--- config.mk ---
export PLATFORM = sky130hd
export DESIGN_NAME = trv32i_fetch_buffer
export DESIGN_NICKNAME = d
export VERILOG_FILES = /design/src/rtl/trv32i_fetch_buffer.sv
export SDC_FILE = /design/constraint.sdc
export NUM_CORES = 1
export LEC_CHECK = 0
export ABC_AREA = 1
export BUFFER_PORTS_ARGS = -buffer_cell sky130_fd_sc_hd__buf_4
export CAP_MARGIN = 25
export CORE_AREA = 8 8 226 228
export DETAILED_ROUTE_END_ITERATION = 8
export DIE_AREA = 0 0 234 236
export PLACE_DENSITY_LB_ADDON = 0.15
export SYNTH_ARGS = -nofsm -noshare
export SYNTH_HDL_FRONTEND = slang
export SYNTH_SLANG_ARGS = --single-unit
--- constraint.sdc ---
create_clock -name clk -period 10.35 [get_ports clk]
set_input_delay 1.035 -clock clk [delete_from_list [all_inputs] [get_ports clk]]
set_output_delay 1.035 -clock clk [all_outputs]
set_load 0.02 [all_outputs]
--- src/rtl/trv32i_fetch_buffer.sv ---
// Fetch stage for TRV32I. It issues sequential fetches to a one-cycle-latency
// instruction memory, queues the returned words, and handles core redirects.
module trv32i_fetch_buffer #(
    parameter int                 B_WIDTH  = 32,
    parameter int                 DEPTH    = 4,
    parameter logic [B_WIDTH-1:0] RESET_PC = '0
) (
    input  logic               clk,
    input  logic               rst,
    output logic               imem_req,
    output logic [B_WIDTH-1:0] imem_addr,
    input  logic [31:0]        imem_rdata,
    input  logic               redirect_valid,
    input  logic [B_WIDTH-1:0] redirect_pc,
    output logic               out_valid,
    input  logic               out_ready,
    output logic [B_WIDTH-1:0] out_pc,
    output logic [31:0]        out_inst,
    output logic               out_fault
);

    localparam int PW = $clog2(DEPTH);
    localparam int CW = PW + 1;

    typedef enum logic {RUN, FAULT} state_e;

    state_e             state_q, state_d;
    logic [B_WIDTH-1:0] fpc_q, fpc_d;
    logic               infl_q, infl_d;
    logic [B_WIDTH-1:0] infl_pc_q, infl_pc_d;
    logic               mark_q, mark_d;
    logic [B_WIDTH-1:0] mark_pc_q, mark_pc_d;
    logic [PW-1:0]      rd_q, rd_d, wr_q, wr_d;
    logic [CW-1:0]      cnt_q, cnt_d;

    logic [B_WIDTH-1:0] pc_mem   [DEPTH];
    logic [31:0]        inst_mem [DEPTH];
    logic               flt_mem  [DEPTH];

    logic               issue, push, pop, head_vld;
    logic [B_WIDTH-1:0] push_pc;
    logic [31:0]        push_inst;

    // Credit counts the in-flight word so a returning fetch always has a slot.
    assign issue = !rst && (state_q == RUN) && !redirect_valid &&
                   ((cnt_q + CW'(infl_q)) < CW'(DEPTH));

    assign head_vld  = !rst && (cnt_q != '0);
    assign push      = (infl_q || mark_q) && !redirect_valid;
    assign pop       = head_vld && out_ready && !redirect_valid;
    assign push_pc   = mark_q ? mark_pc_q : infl_pc_q;
    assign push_inst = mark_q ? 32'h0 : imem_rdata;

    always_comb begin
        state_d   = state_q;
        fpc_d     = issue ? fpc_q + B_WIDTH'(4) : fpc_q;
        infl_d    = issue;
        infl_pc_d = issue ? fpc_q : infl_pc_q;
        mark_d    = 1'b0;
        mark_pc_d = mark_pc_q;
        rd_d      = rd_q + PW'(pop);
        wr_d      = wr_q + PW'(push);
        cnt_d     = cnt_q + CW'(push) - CW'(pop);
        if (redirect_valid) begin
            rd_d  = '0;
            wr_d  = '0;
            cnt_d = '0;
            if (redirect_pc[1:0] == 2'b00) begin
                fpc_d   = redirect_pc;
                state_d = RUN;
            end else begin
                // The fault marker is queued next cycle, into the freshly flushed FIFO.
                state_d   = FAULT;
                mark_d    = 1'b1;
                mark_pc_d = redirect_pc;
            end
        end
    end

    always_ff @(posedge clk) begin
        if (rst) begin
            state_q   <= RUN;
            fpc_q     <= RESET_PC;
            infl_q    <= 1'b0;
            infl_pc_q <= '0;
            mark_q    <= 1'b0;
            mark_pc_q <= '0;
            rd_q      <= '0;
            wr_q      <= '0;
            cnt_q     <= '0;
        end else begin
            state_q   <= state_d;
            fpc_q     <= fpc_d;
            infl_q    <= infl_d;
            infl_pc_q <= infl_pc_d;
            mark_q    <= mark_d;
            mark_pc_q <= mark_pc_d;
            rd_q      <= rd_d;
            wr_q      <= wr_d;
            cnt_q     <= cnt_d;
        end
    end

    always_ff @(posedge clk) begin
        if (!rst && push) begin
            pc_mem[wr_q]   <= push_pc;
            inst_mem[wr_q] <= push_inst;
            flt_mem[wr_q]  <= mark_q;
        end
    end

    assign imem_req  = issue;
    assign imem_addr = fpc_q;
    assign out_valid = head_vld;
    assign out_pc    = head_vld ? pc_mem[rd_q]   : '0;
    assign out_inst  = head_vld ? inst_mem[rd_q] : 32'h0;
    assign out_fault = head_vld ? flt_mem[rd_q]  : 1'b0;

endmodule

# Word-level counts from Yosys, hierarchy flattened
# Memories as Yosys holds them, arrays and structs flattened. A register that Yosys moved wholly into a read port is not among the register bits.
# Cells that the tools add are included.
[word_totals] regBits=106 mem_bits_rw=260 input_bits=68 mem_count=3
[classes] add_sub_neg=6 order_cmp=1 mux=14 n_bitwise=3 n_reduce_logical=16
[mem_list] memory="inst_mem" depth=4 word_bits=32 read_ports=1 rd_clocked_by_memory_dff=1 write_ports=1 line_no="37" rtl="logic [31:0] inst_mem [DEPTH];"
[mem_list] memory="pc_mem" depth=4 word_bits=32 read_ports=1 rd_clocked_by_memory_dff=1 write_ports=1 line_no="36" rtl="logic [B_WIDTH-1:0] pc_mem [DEPTH];"
[mem_list] memory="flt_mem" depth=4 word_bits=1 read_ports=1 rd_clocked_by_memory_dff=1 write_ports=1 line_no="38" rtl="logic flt_mem [DEPTH];"
[op_table] op="$mux W32" n=7
[op_table] op="$add A32 B3 Y32 const B" n=1
[op_table] op="$logic_and A1 B1 Y1" n=8
[op_table] op="$add A3 B1 Y3" n=2
[op_table] op="$mux W2" n=3
[op_table] op="$add A2 B1 Y2" n=2
[op_table] op="$mux W1" n=4
[op_table] op="$reduce_or A2 Y1" n=2
[op_table] op="$lt A3 B3 Y1 const B" n=1
[op_table] op="$not A1 Y1" n=3
[op_table] op="$reduce_bool A3 Y1" n=1
[op_table] op="$sub A3 B1 Y3" n=1
[op_table] op="$logic_not A1 Y1" n=2
[op_table] op="$logic_not A2 Y1" n=1
[op_table] op="$reduce_and A2 Y1" n=1
[op_table] op="$logic_or A1 B1 Y1" n=1

# Depth between registers and ports, before layout
# Gate-level depths: netlist of run 1.
[depth] depth_word=7 mapped_depth=12

# Least setup slack after synthesis of run 1
# OpenSTA, ideal clock, no wires.
[synth_timing] kind="input to register" from="input redirect_valid" to="memory flt_mem[0] (enable)" setup_time_ps=568 t_arrival_ps=5901 path_slack_ps=3881 path_stages=5 path_cell_list="inv_1 > o21ai_0 > inv_1 > nand2_1 > nor3_1"
[synth_via] elab_chain_cells=5
[synth_rtl] element="start: declaration" line_no="13" rtl="input logic redirect_valid,"
[synth_rtl] element="$logic_not A1 Y1" line_no="49" rtl="assign push = (infl_q || mark_q) && !redirect_valid;"
[synth_rtl] element="$logic_and A1 B1 Y1" line_no="49"
[synth_rtl] element="$logic_and A1 B1 Y1" line_no="105" rtl="if (!rst && push) begin"
[synth_rtl] element="$mux W1" line_no="105"
[synth_rtl] element="$mux W1 (implied by the code)" line_no="108" rtl="flt_mem[wr_q] <= mark_q;"
[synth_rtl] element="end: declaration" line_no="38"
# Every way passes these cells.

# Final worst setup path of run 1
[layout_timing] from="input rst" to="output imem_req"
[layout_via] elab_chain_cells=4
[layout_rtl] element="start: declaration" line_no="9" rtl="input logic rst,"
[layout_rtl] element="$logic_not A1 Y1" line_no="45" rtl="assign issue = !rst && (state_q == RUN) && !redirect_valid &&"
[layout_rtl] element="$logic_and A1 B1 Y1 (3 in series)" line_no="45"
[layout_rtl] element="end: declaration" line_no="10" rtl="output logic imem_req,"
# Every way passes these cells.

==> metrics.md, run 1 <==
| Metric | Value |
|---|---|
| Hold buffers post-CTS | `0` |
| Max transition margin | `33.1%` |
| Post-synthesis register bit count | `366` |
| Async S/R FF share, synth | `0%` |
| Reg area | `0.00994 mm²` |
| ANT cells | `0` |
| Synth area leader | `edfxtp_1` |
| # DRC | `0` |
| Final Core Density | `39.4%` |
| Worst-Margin Slew | `1.00 ns` |
| Post-synthesis sequential area ratio | `63.9%` |
| Mapped Nets | `1710` |
| PwrDens | `172 mW/mm²` |
| Clk_skew | `0.0222 ns` |
| Synth Area in Simple Gates | `16.8%` |
| Initial antenna violation count | `0` |
| Core Region | `0.0473 mm²` |
| Clk Latency, worst-skew pair | `0.56 ns` |
| Worst path required time | `9.32 ns` |
| Initial core utilization | `32.8%` |
| Crit path max-delay cell type | `buf_4` |
| CTS tree | `built` |
| Multi-input logic area | `0.00467 mm²` |
| Via count | `11400` |
| Max clock buf depth | `3` |
| Worst min-delay path class | `reg -> reg` |
| EDFF count, synth | `260` |
| Fraction of the mapped netlist area in adder cells | `0.370%` |
| Cell area after synthesis | `0.0155 mm²` |
| Post-CTS Resized | `0` |
| HPWL after DPL | `25300 µm` |
| RePlAce Congestion | `0.815` |
| Largest cells by area after synthesis | `edfxtp_1 (50%), dfxtp_1 (14%), nor2_1 (10%)` |
| Cell family contributing the most delay on the critical path | `buffers and inverters` |
| Final nets | `1847` |
| Worst setup EP type | `primary output` |
| Final hold vios | `0` |
| Initial drt markers | `673` |
| CP max stage delay | `0.66 ns` |
| Post-synth top area share | `50.2%` |
| Total GRT Usage | `15.2%` |
| Yosys warnings | `0` |
| Worst path cell trace | `buf_4 -> inv_2 -> buf_4 -> nand2_4 -> nor2_4 -> nand3_4 -> inv_2 -> buf_4` |
| GRT overflow | `0` |
| IO buf count | `166` |
| CP startpoint kind | `input port` |
| Status | `finished clean` |
| Post-Synthesis Cells | `1638` |
| Via density | `4.69` |
| Avg Synthesized Cell Area | `9.49 µm²` |
| Ports | `167` |
| Drt first pass iters | `5` |
| Total Power | `3.22 mW` |
| Fin crit period | `4.34 ns` |
| Routed WL | `42600 µm` |
| Largest net degree at the start of global routing | `96` |
| Final instance area | `0.0187 mm²` |
| Ratio of final minimum period to clock period | `42.0%` |
| RSZ-0062 raised after global routing | `false` |
| Routed length per instance | `17.6 µm` |
| XOR/XNOR share of the synthesized area | `0.733%` |
| Clk slew on worst S/H paths | `0.05 ns` |
| Largest family of logic cells by synthesized area | `simple AND/OR/NAND/NOR gates` |
| Worst-path maximum fanout | `95` |
| Leakage power | `7.26 nW` |
| Worst path arrival time | `3.31 ns` |
| WS Path Type | `in -> out` |
| Postcts setup bufs | `0` |
| Ratio of cells with drive above 1 in the final layout | `14.6%` |
| Peak supply drop | `90.9 µV` |
| Clock Sinks | `366` |
| CTS HTree Levels | `2` |
| Post-synth top cells | `nor2_1 (414), edfxtp_1 (260), o21ai_0 (247)` |
| Placed cell areas | `0.0174 mm²` |
| Post-synth top flop | `edfxtp_1` |
| Final Max Slew Viols | `0` |
| Die W | `234 µm` |
| Mux cell area share after synthesis | `0.0725%` |
| Most common cell on crit path | `buf_4` |
| Max Fclk | `230 MHz` |
| Row count | `80` |
| Vias in the first global route | `11200` |
| Top-count cell post-synth | `nor2_1` |
| CP Buf/Inv Count | `5` |
| Fill cell count | `4724` |
| Final ANT Viol Nets | `0` |
| Die Y | `236 µm` |
| First-pass GRT wire length | `65400 µm` |
| Max-cap viol count | `0` |
| CTS buffer count | `42` |
| Root buffer cell | `clkbuf_16` |
| Distinct cell type count after synthesis | `35` |
| Area growth from synthesis to layout | `20.1%` |
| Synth Area in Compound Gates | `11.9%` |
| Die area | `0.0552 mm²` |
| Setup TNS | `0 ns` |
| Endpoints failing setup | `0` |
## metrics by stage
stage	worst slack, ns	hold WS, ns	cells
final	6.01	0.445	2420
after global routing	5.75	0.461	2420
after CTS	5.97	0.448	2420
after detailed placement	5.97	0.439	2346
after global placement	5.99	0.434	2343
after floorplan	3.88	0.422	1638
## sequential cells by signal, indices dropped and copies added, names as in the netlist
name       count
imem_addr     32
pc_mem       128
inst_mem     128
mark_q         1
mark_pc_q     32
cnt_q          3
infl_q         1
rd_q           2
flt_mem        4
infl_pc_q     32
wr_q           2
state_q        1
## routing by layer
| metal | vias to the layer above | track usage (%) | routed length, µm |
|---|---|---|---|
| met5 | - | 0 | 0 |
| met2 | 259 | 24.3 | 19500 |
| li1 | 5724 | - | - |
| met1 | 5321 | 20.7 | 19900 |
| met4 | 0 | 3.66 | 774 |
| met3 | 57 | 3.28 | 2370 |
## where the power goes
part	internal [mW]	switching (mW)	leakage, nW
Clock	0.825	0.565	0.620
Combinational	0.0658	0.124	3.38
Sequential	1.61	0.0258	3.25
## cell usage in the layout (no fill, tap or decap), types with 4 or more instances in the layout
| cell type | n |
|---|---|
| a21oi_1 | 102 |
| buf_4 | 182 |
| clkbuf_1 | 15 |
| clkbuf_16 | 43 |
| clkbuf_8 | 5 |
| clkinv_1 | 7 |
| dfxtp_1 | 103 |
| edfxtp_1 | 260 |
| inv_1 | 143 |
| nand2_1 | 168 |
| nand3_1 | 40 |
| nand3b_1 | 4 |
| nand4_1 | 7 |
| nor2_1 | 414 |
| nor3_2 | 4 |
| o211ai_1 | 5 |
| o21ai_0 | 247 |
| o21bai_1 | 6 |
| xnor2_1 | 4 |
| xor2_1 | 9 |
## tightest hold or removal path: stages, from the launching register on
cell	delay, ns
dfxtp_1	0.29
inv_1	0.05
a21oi_1	0.05
## path summary, 6_finish.rpt
| path | startpoint | slack, ns | cells past startpoint | end |
|---|---|---|---|---|
| max | rst | 6.01 | 8 | imem_req |
| min | infl_pc_q[8] | 0.44 | 2 | infl_pc_q[8] |
| max reg2reg | mark_q | 7.52 | 5 | pc_mem[2][18] |
| min reg2reg | infl_pc_q[8] | 0.44 | 2 | infl_pc_q[8] |
## cell type report
class / count / area share [%]
Clock buffer: 64 / 6.48
Clock inverter: 10 / 0.396
Inverter: 148 / 2.99
Multi-Input combinational cell: 1032 / 25.0
Sequential cell: 366 / 53.3
Tap cell: 615 / 4.12
Timing Repair Buffer: 185 / 7.72
## cell families after synthesis
kind of cell,after synthesis
multiplexers,1
AO/OA/AOI/OAI,363
flip-flops,366
AND/OR/NAND/NOR,651
buffers and inverters,240
adder cells (fa/ha/maj),4
XOR/XNOR,13
(Power assumes the default switching activity.)
==> run 2: changes to the inputs <==
- ABC_AREA: 1 -> 0
- CORE_AREA: 8 8 226 228 -> 8 8 221 223
- DIE_AREA: 0 0 234 236 -> 0 0 229 231
- clock period: 10.35 -> 4.5 ns (I/O delays scaled with it)
==> metrics.md, run 2 <==
| Metric | Value |
|---|---|
| Clk_skew | `0.0154 ns (-0.00684 ns)` |
| Routed WL | `38200 µm (-10%)` |
| Final ANT Viol Nets | `0 (unchanged)` |
| Area growth from synthesis to layout | `23.0%` |
| Post-synthesis sequential area ratio | `67.1% (+3.2 points)` |
| Crit path max-delay cell type | `dfxtp_4` |
| Hold buffers post-CTS | `0 (unchanged)` |
| Distinct cell type count after synthesis | `52 (+49%)` |
| Total GRT Usage | `14.3% (-0.90 points)` |
| Worst path arrival time | `2.73 ns (-0.58 ns)` |
| Largest cells by area after synthesis | `edfxtp_1 (53%), dfxtp_1 (14%), mux4_2 (9.9%)` |
| # DRC | `0 (unchanged)` |
| EDFF count, synth | `260 (unchanged)` |
| Setup TNS | `0 ns (unchanged)` |
| CTS tree | `built` |
| Peak supply drop | `303 µV (+230%)` |
| Worst min-delay path class | `in -> reg` |
| Final nets | `1267 (-31%)` |
| PwrDens | `409 mW/mm² (+140%)` |
| Final worst slack | `1.32 ns (-4.69 ns)` |
| Largest registers | `inst_mem: 128 flops, pc_mem: 128 flops` |
| Dpl ws | `1.67 ns (-4.31 ns)` |
| First-pass GRT wire length | `58500 µm (-11%)` |
| Post-synth top cells | `edfxtp_1 (260), nand2_1 (150), dfxtp_1 (106)` |
| Die W | `229 µm (-2.1%)` |
| Worst-path maximum fanout | `38 (-60%)` |
| GRT overflow | `0 (unchanged)` |
| Yosys warnings | `0 (unchanged)` |
| HPWL after DPL | `23500 µm (-6.9%)` |
| CP startpoint kind | `register` |
| Post-Synthesis Cells | `1028 (-37%)` |
| Post-synthesis register bit count | `366 (unchanged)` |
| RSZ-0062 raised after global routing | `false` |
| Clk slew on worst S/H paths | `0.06 ns (about the same)` |
| CP Buf/Inv Count | `2 (-3)` |
| Post-synth top flop | `edfxtp_1` |
| Max clock buf depth | `3 (unchanged)` |
| Max-cap viol count | `0 (unchanged)` |
| IO buf count | `166 (unchanged)` |
| Worst path required time | `4.05 ns (-5.27 ns)` |
| Die Y | `231 µm (-2.1%)` |
| WS Path Type | `reg -> out` |
| Largest net degree at the start of global routing | `75 (-22%)` |
| Cell area after synthesis | `0.0148 mm² (-4.8%)` |
| Postcts setup bufs | `0 (unchanged)` |
| ANT cells | `0 (unchanged)` |
| Root buffer cell | `clkbuf_16` |
| Worst setup EP type | `primary output` |
| Ports | `167 (unchanged)` |
| Ratio of final minimum period to clock period | `70.8%` |
| Avg Synthesized Cell Area | `14.4 µm² (+52%)` |
| CTS HTree Levels | `2 (unchanged)` |
| Die area | `0.0529 mm² (-4.2%)` |
| Vias in the first global route | `9400 (-16%)` |
| Endpoints failing setup | `0 (unchanged)` |
| Synth area leader | `edfxtp_1` |
| Ratio of cells with drive above 1 in the final layout | `29.9% (+15 points)` |
| Routed length per instance | `20.9 µm (+19%)` |
| Post-synth top area share | `52.8% (+2.5 points)` |
| Via count | `8821 (-22%)` |
| Status | `finished clean` |
| Drt first pass iters | `5 (unchanged)` |
| Cell family contributing the most delay on the critical path | `flip-flops` |
| Initial core utilization | `32.8% (about the same)` |
| Row count | `78 (-2.5%)` |
| Clock Sinks | `366 (unchanged)` |
| Initial antenna violation count | `1 (+1)` |
| Post-CTS Resized | `0 (unchanged)` |
| CTS buffer count | `42 (unchanged)` |
| Leakage power | `6.48 nW (-11%)` |
| Final hold vios | `0 (unchanged)` |
| Via density | `4.82 (+2.7%)` |
| Max transition margin | `32.8% (-0.33 points)` |
| Top-count cell post-synth | `edfxtp_1` |
| Commonest non-fill, non-tap cell in the layout | `edfxtp_1` |
| Clk Latency, worst-skew pair | `0.54 ns (-0.02 ns)` |
| RePlAce Congestion | `0.761 (-6.6%)` |
| Initial drt markers | `604 (-10%)` |
| Fill cell count | `4328 (-8.4%)` |
| R2R setup slack | `2.16 ns (-5.36 ns)` |
| Fin crit period | `3.18 ns` |
| Final Max Slew Viols | `0 (unchanged)` |
| Worst-Margin Slew | `1.01 ns (+0.00488 ns)` |
| Async S/R FF share, synth | `0% (unchanged)` |
| CP max stage delay | `0.89 ns (+0.23 ns)` |
| Core Region | `0.0451 mm² (-4.8%)` |
| Max Fclk | `314 MHz` |
| Mapped Nets | `1100 (-36%)` |
| Worst path cell trace | `buf_12 -> mux4_2 -> and2_1 -> buf_4` |
| Commonest non-fill, non-tap cells in the layout | `edfxtp_1 (260), buf_4 (180), nand2_1 (150), dfxtp_1 (103), and2_1 (74)` |
## run 2: cell types whose count changed in the layout (fill, tap and decap cells not counted), moves of 11 or more
cell / delta
nand4_1: +11
nor2_1: -377
xor2_1: +11
nand2_1: -18
a211oi_1: +13
nor2b_1: +32
o21ai_0: -237
a21oi_1: -37
mux4_2: +65
and2_1: +74
mux2_2: +32
nand3_1: -33
inv_1: -139
## run 2: worst paths after layout
check                        from             to  cells past startpoint
setup / recovery          rd_q[0]     out_pc[15]                      4
hold / removal    redirect_pc[23]  imem_addr[23]                      3
hold reg to reg     infl_pc_q[28]  infl_pc_q[28]                      2
setup reg to reg         cnt_q[2]       cnt_q[2]                      8
## run 2: worst min-delay path: stages
cell and delay, ns:
buf_4 0.09, nand2_1 0.04, o21ai_0 0.05
## run 2: area by class of cell
type | count | area (µm²) | share of cell area, %
clock inverter | 18 | 164 | 0.901
clock buffer | 60 | 1230 | 6.79
sequential | 366 | 9940 | 54.6
tap | 600 | 751 | 4.13
multi-input combinational | 594 | 4610 | 25.3
timing repair buffer | 186 | 1480 | 8.13
inverter | 5 | 18.8 | 0.103
## run 2: kinds of logic (layout without fill, tap and decap cells)
kind of cell             count (synthesis)  count (layout)  share of synthesized area, %
multiplexers                            99              99                          12.5
flip-flops                             366             366                          67.1
XOR/XNOR                                27              27                          1.65
buffers and inverters                   68             269                          2.06
AND/OR/NAND/NOR                        362             362                          12.4
AO/OA/AOI/OAI                          102             102                          3.95
adder cells (fa/ha/maj)                  4               4                         0.389
## run 2: power breakdown
| part | leakage, nW | total, mW | internal [mW] | switching, mW |
|---|---|---|---|---|
| registers | 3.40 | 3.69 | 3.65 | 0.0379 |
| clock network | 0.691 | 3.40 | 2.08 | 1.32 |
| logic | 2.39 | 0.351 | 0.139 | 0.212 |
## run 2: stage by stage
stage          std cells  area [µm²]  total power, mW  util [%]  hold slack (ns)
6_report            1829       18200             7.45      40.4            0.123
5_1_grt             1829       18200             7.71      40.4            0.108
4_1_cts             1829       18200             7.55      40.4           0.0916
3_5_place_dp        1751       16800             4.12      37.3            0.444
3_3_place_gp        1749       16800             4.12      37.2            0.439
2_1_floorplan       1028       14800             3.95         -            0.433
## run 2: layer usage
layer  routed length, µm  vias up  global-route usage, %
met5                  13        -                      0
met4                 667        2                   4.04
met3                1910       43                   3.35
met2               18000      199                   23.0
met1               17600     4436                   19.1
li1                    -     4141                      -
